### config.mk
export PLATFORM = sky130hd
export DESIGN_NAME = trap_controller
export DESIGN_NICKNAME = d
export VERILOG_FILES = /design/src/rtl/trap_controller.sv
export SDC_FILE = /design/constraint.sdc
export NUM_CORES = 1
export LEC_CHECK = 0
export ABC_AREA = 1
export BUFFER_PORTS_ARGS = -buffer_cell sky130_fd_sc_hd__buf_2
export CORE_MARGIN = 8
export CORE_UTILIZATION = 49
export DETAILED_ROUTE_END_ITERATION = 8
export PLACE_DENSITY_LB_ADDON = 0.2
export SYNTH_ARGS = -nofsm -noshare
export SYNTH_HDL_FRONTEND = slang
export SYNTH_SLANG_ARGS = --single-unit
### constraint.sdc
create_clock -name clk -period 4.9 [get_ports clk]
set_input_delay 0.49 -clock clk [delete_from_list [all_inputs] [get_ports clk]]
set_output_delay 0.49 -clock clk [all_outputs]
set_load 0.03 [all_outputs]
### src/rtl/trap_controller.sv
// Machine-mode trap sequencer: accepts decode-stage exceptions, ecall/ebreak, mret and
// the external interrupt, drains the pipeline, writes the trap CSRs and redirects fetch.
module trap_controller #(
  parameter int DRAIN_TIMEOUT = 16,
  parameter bit VECTORED_EN   = 1'b1
) (
  input  logic        clk,
  input  logic        rst_n,
  input  logic        instr_valid_i,
  input  logic [31:0] instr_i,
  input  logic [31:0] instr_pc_i,
  input  logic        illegal_instr_i,
  input  logic        ecall_i,
  input  logic        ebreak_i,
  input  logic        mret_i,
  input  logic        irq_ext_i,
  input  logic        mstatus_mie_i,
  input  logic        mie_meie_i,
  input  logic [31:0] mtvec_i,
  input  logic [31:0] mepc_i,
  input  logic        pipeline_idle_i,
  output logic        stall_o,
  output logic        flush_o,
  output logic        pc_redirect_o,
  output logic [31:0] pc_target_o,
  output logic        csr_trap_we_o,
  output logic [31:0] mepc_o,
  output logic [31:0] mcause_o,
  output logic [31:0] mtval_o,
  output logic        mstatus_trap_o,
  output logic        mstatus_mret_o,
  output logic        busy_o
);

  localparam logic [2:0] S_IDLE  = 3'd0;
  localparam logic [2:0] S_FLUSH = 3'd1;
  localparam logic [2:0] S_SAVE  = 3'd2;
  localparam logic [2:0] S_JUMP  = 3'd3;
  localparam logic [2:0] S_RET   = 3'd4;

  localparam int              CW       = (DRAIN_TIMEOUT > 1) ? $clog2(DRAIN_TIMEOUT) : 1;
  localparam logic [CW-1:0]   CNT_LAST = CW'(DRAIN_TIMEOUT - 1);
  localparam logic [31:0]     CAUSE_IRQ    = 32'h8000_000B;
  localparam logic [31:0]     CAUSE_ILLEGAL = 32'd2;
  localparam logic [31:0]     CAUSE_EBREAK = 32'd3;
  localparam logic [31:0]     CAUSE_ECALL  = 32'd11;

  logic [2:0]    state_r;
  logic [2:0]    state_nxt_s;
  logic [CW-1:0] cnt_r;
  logic [31:0]   cause_r;
  logic [31:0]   tval_r;
  logic [31:0]   epc_r;
  logic          irq_r;
  logic [31:0]   target_hold_r;

  logic          irq_s;
  logic          trap_s;
  logic          ret_s;
  logic          is_irq_s;
  logic [31:0]   cause_s;
  logic [31:0]   tval_s;
  logic          drain_done_s;
  logic [31:0]   base_s;
  logic [31:0]   jump_target_s;

  // Event priority decode; only a valid decode-stage slot can take a trap.
  always_comb begin
    irq_s    = irq_ext_i & mstatus_mie_i & mie_meie_i;
    trap_s   = 1'b0;
    ret_s    = 1'b0;
    is_irq_s = 1'b0;
    cause_s  = 32'd0;
    tval_s   = 32'd0;
    if (instr_valid_i) begin
      if (irq_s) begin
        trap_s   = 1'b1;
        is_irq_s = 1'b1;
        cause_s  = CAUSE_IRQ;
      end else if (illegal_instr_i) begin
        trap_s  = 1'b1;
        cause_s = CAUSE_ILLEGAL;
        tval_s  = instr_i;
      end else if (ebreak_i) begin
        trap_s  = 1'b1;
        cause_s = CAUSE_EBREAK;
      end else if (ecall_i) begin
        trap_s  = 1'b1;
        cause_s = CAUSE_ECALL;
      end else if (mret_i) begin
        ret_s = 1'b1;
      end else begin
        ret_s = 1'b0;
      end
    end else begin
      trap_s = 1'b0;
    end
  end

  assign drain_done_s = pipeline_idle_i || (cnt_r == CNT_LAST);

  // Sequencer next-state; events outside IDLE are deliberately dropped.
  always_comb begin
    state_nxt_s = state_r;
    case (state_r)
      S_IDLE: begin
        if (trap_s) begin
          state_nxt_s = S_FLUSH;
        end else if (ret_s) begin
          state_nxt_s = S_RET;
        end else begin
          state_nxt_s = S_IDLE;
        end
      end
      S_FLUSH: begin
        if (drain_done_s) begin
          state_nxt_s = S_SAVE;
        end else begin
          state_nxt_s = S_FLUSH;
        end
      end
      S_SAVE:  state_nxt_s = S_JUMP;
      S_JUMP:  state_nxt_s = S_IDLE;
      S_RET:   state_nxt_s = S_IDLE;
      default: state_nxt_s = S_IDLE;
    endcase
  end

  // Vectored mode only applies to interrupts; mtvec is read live in JUMP.
  always_comb begin
    base_s = {mtvec_i[31:2], 2'b00};
    if (VECTORED_EN && (mtvec_i[1:0] == 2'b01) && irq_r) begin
      jump_target_s = base_s + {25'd0, cause_r[4:0], 2'b00};
    end else begin
      jump_target_s = base_s;
    end
  end

  // PC target is live during a redirect and otherwise holds the last redirect value.
  always_comb begin
    case (state_r)
      S_JUMP:  pc_target_o = jump_target_s;
      S_RET:   pc_target_o = {mepc_i[31:1], 1'b0};
      default: pc_target_o = target_hold_r;
    endcase
  end

  assign stall_o        = (state_r != S_IDLE);
  assign busy_o         = (state_r != S_IDLE);
  assign flush_o        = (state_r == S_FLUSH) || (state_r == S_RET);
  assign pc_redirect_o  = (state_r == S_JUMP) || (state_r == S_RET);
  assign csr_trap_we_o  = (state_r == S_SAVE);
  assign mstatus_trap_o = (state_r == S_SAVE);
  assign mstatus_mret_o = (state_r == S_RET);

  // State, drain counter, trap latches and held CSR/PC output values.
  always_ff @(posedge clk or negedge rst_n) begin
    if (!rst_n) begin
      state_r       <= S_IDLE;
      cnt_r         <= '0;
      cause_r       <= 32'd0;
      tval_r        <= 32'd0;
      epc_r         <= 32'd0;
      irq_r         <= 1'b0;
      target_hold_r <= 32'd0;
      mepc_o        <= 32'd0;
      mcause_o      <= 32'd0;
      mtval_o       <= 32'd0;
    end else begin
      state_r <= state_nxt_s;
      if (state_r == S_FLUSH) begin
        cnt_r <= cnt_r + CW'(1);
      end else begin
        cnt_r <= '0;
      end
      if ((state_r == S_IDLE) && trap_s) begin
        cause_r <= cause_s;
        tval_r  <= tval_s;
        epc_r   <= instr_pc_i;
        irq_r   <= is_irq_s;
      end
      if ((state_r == S_FLUSH) && drain_done_s) begin
        mepc_o   <= epc_r;
        mcause_o <= cause_r;
        mtval_o  <= tval_r;
      end
      if (pc_redirect_o) begin
        target_hold_r <= pc_target_o;
      end
    end
  end

endmodule

==> PnR_summary.wiki <==
{| class="wikitable"
! Metric !! Value
|-
| Area Overhead vs Synth || 21.5%
|-
| Sink count of the clock tree || 175
|-
| Req. time, crit path || 4410 ps
|-
| Worst hold-check path type || input pin to asynchronous set/reset pin
|-
| Number of buffers inserted during clock tree synthesis || 17
|-
| Worst setup path category || register to output pin
|-
| Global placement routability congestion || a little under 0.9
|-
| Largest driver fanout on the critical path || 33
|-
| Overall power of the completed layout || ~0.0063 W
|-
| Port Buf Inserts || 244
|-
| Top-level I/O count || between 200 and 300
|-
| Cell variety after synth || 42
|-
| Register-to-register setup slack || between 2000 and 3000 ps
|-
| Clock tree root driver cell || sky130_fd_sc_hd__clkbuf_16
|-
| Final setup margin || 1760 ps
|-
| Clock-pin slew reported for the worst setup and hold paths after clock tree synthesis || 70 ps
|-
| Worst-case setup slack after placement || 2000 ps
|-
| Dpl cells || 1385
|-
| # H-tree levels || 4
|-
| # DRC || 0
|-
| Drt wl/cell || 15.4 um
|-
| Wire length of the first global-routing pass || ~36000 um
|-
| Initial core utilization || 50.0%
|-
| Hold violation total from the final report || 0
|-
| Ratio of cells with drive above 1 in the final layout || about a quarter
|-
| Number of fill cells || 1509
|-
| Floorplan die area || 21300 um^2
|-
| Half-perimeter wire length of the detailed placement result || around 16000 um
|-
| Area post-placement || 9430 um^2
|-
| Final setup TNS || 0 ps
|-
| Post-Syn Area per Cell || 8.64 um^2
|-
| Most used cells in the layout excluding fill and tap cells || 243 x sky130_fd_sc_hd__buf_2, 219 x sky130_fd_sc_hd__nand2_1, 175 x sky130_fd_sc_hd__dfrtp_1
|-
| Lkg Pwr || approximately 5.3 nW
|-
| Non-Filler Cell Area, Final || 10000 um^2
|-
| Post-cts gate resize count || 0
|-
| Run status || completed
|-
| Placeable core region || 16500 um^2
|-
| Nature of the critical path startpoint || register
|-
| Number of setup buffers added after CTS || 0
|-
| Total of warnings raised by yosys || 0
|-
| Iteration-0 DRC Markers || 369
|-
| Post-route clock skew || approximately 16 ps
|-
| Maximum number of pins on one net before global-route repair || 107
|-
| Max-Cap Viols || 0
|-
| Worst path arrival time || 2650 ps
|-
| Final #Nets || 1328
|-
| Remaining global-route overflow || 0
|-
| Number of standard cells in the final layout excluding fillers || 1418
|-
| Hold-fix buffer count after cts || 0
|-
| Max Fclk || 318 MHz
|-
| Worst slew margin relative to its limit || 25.5%
|-
| Cells after synthesis || 957
|-
| Sequential fraction of the synthesis area || between 50 and 60%
|-
| Post-synthesis instance area || 8270 um^2
|-
| Critical Path Sink Type || output pin
|-
| Period utilization || between 60% and 70%
|-
| Router iterations before antenna repair || 5
|-
| FF-to-FF path depth || 5
|-
| Final Max Tran Viols || 0
|-
| Worst skew pair latency || 430 ps
|-
| CTS tree || done
|-
| Fin crit period || 3140 ps
|-
| ANT nets after route || 0
|-
| Least-Margin Pin Slew || 1120 ps
|-
| Post-synthesis sequential element count || 175
|-
| Die W || 146 um
|-
| Overall routing resource usage || 20.6%
|-
| Initial antenna violation count || 3
|-
| PwrDens || about 630 nW/um^2
|-
| IR drop worst, VDD || 0.314 mV
|-
| DR vias || 6973
|-
| Aggregate routed wire length || 21800 um
|-
| Setup repair after global routing missed its margin || false
|-
| Via/cell ratio || 4.92
|-
| Most frequent standard cell in the layout excluding fill and tap cells || sky130_fd_sc_hd__buf_2
|-
| Total number of placement rows || 47
|-
| Number of setup violations in the final report || 0
|-
| Vert. Die Dim || approximately 150 um
|-
| Number of buffers on the longest clock path || 2
|-
| Number of global-route vias before repair || 7063
|}
report_power, final:
part / total [W] / internal, W / switching, W
clock network: 0.00139 / 0.000738 / 0.000648
registers: 0.00228 / 0.00206 / 0.000226
logic: 0.00263 / 0.000755 / 0.00187
final timing paths:
| check | to | from |
|---|---|---|
| worst max-delay path | pc_target_o[13] | state_r[2] |
| worst min-delay path | mepc_o[12] | rst_n |
| worst max register to register | mepc_o[22] | cnt_r[0] |
| worst min register to register | cnt_r[0] | cnt_r[0] |
| max in group asynchronous | tval_r[7] | rst_n |
| min in group clk | epc_r[31] | instr_pc_i[31] |
logic make-up after synthesis:
family | after synthesis | share of synthesized area, %
xor+xnor | 4 | 0.424
simple gates | 391 | 21.4
fa+ha+maj | 5 | 0.847
buf+inv | 194 | 11.7
flops | 175 | 53.0
mux | 1 | 0.136
other cells | 1 | 0.0453
compound gates | 186 | 12.6
flip-flops by register name, indices dropped and copies added (netlist names):
name	cells
cause_r	4
cnt_r	4
epc_r	32
mcause_o	4
mepc_o	32
mtval_o	32
state_r	3
target_hold_r	32
tval_r	32
cells in the mapped netlist (all sizes together):
library cell | n | area share, %
nor3b | 1 | 0.091
nand2 | 226 | 11
o211ai | 9 | 0.82
nor2 | 35 | 2.1
clkinv | 6 | 0.27
mux2 | 1 | 0.14
dfrtp | 175 | 53
o21bai | 10 | 0.91
a22oi | 1 | 0.091
ha | 4 | 0.61
nor3 | 9 | 0.88
a31o | 1 | 0.11
nand4 | 12 | 0.91
nand3 | 104 | 6.5
buf | 60 | 5.6
a21o | 1 | 0.091
conb | 1 | 0.045
xnor2 | 2 | 0.21
clkbuf | 9 | 0.41
inv | 119 | 5.4
or2 | 1 | 0.076
xor2 | 2 | 0.21
o21ai | 141 | 8.5
a32oi | 1 | 0.11
a21oi | 8 | 0.48
fa | 1 | 0.24
a22o | 12 | 1.3
o22ai | 1 | 0.076
nand3b | 3 | 0.27
a31oi | 1 | 0.076
routing by layer:
metal | vias up | global-route usage, % | part of all wire (%)
li1 | 3489 | - | -
met1 | 3220 | 25.0 | 42
met2 | 227 | 33.6 | 47
met3 | 33 | 6.97 | 8.4
met4 | 4 | 7.29 | 2.1
met5 | - | 0 | 0.10
stage by stage:
| step | hold slack [ps] | utilization [%] |
|---|---|---|
| after floorplan | 194 | - |
| after global placement | 452 | 57.1 |
| after detailed placement | 457 | 57.1 |
| after CTS | 223 | 60.8 |
| after global routing | 251 | 60.8 |
| final | 180 | 60.8 |
layout make-up:
cell class | count | area (um^2) | share of cell area [%]
clock buffer | 17 | 425 | 4.23
tap | 220 | 275 | 2.74
clock inverter | 15 | 191 | 1.91
timing repair buffer | 250 | 1270 | 12.7
inverter | 125 | 470 | 4.68
antenna | 1 | 2.50 | 0.0249
sequential | 175 | 4380 | 43.6
multi-input combinational | 615 | 3030 | 30.2
critical path, stage by stage (launching register included):
cell and delay, ps:
sky130_fd_sc_hd__dfrtp_1 450, sky130_fd_sc_hd__nor3_4 790, sky130_fd_sc_hd__nor2_4 330, sky130_fd_sc_hd__a22o_1 300, sky130_fd_sc_hd__o21bai_1 150, sky130_fd_sc_hd__buf_2 180
Note: power is estimated with default switching activity, not from simulation.
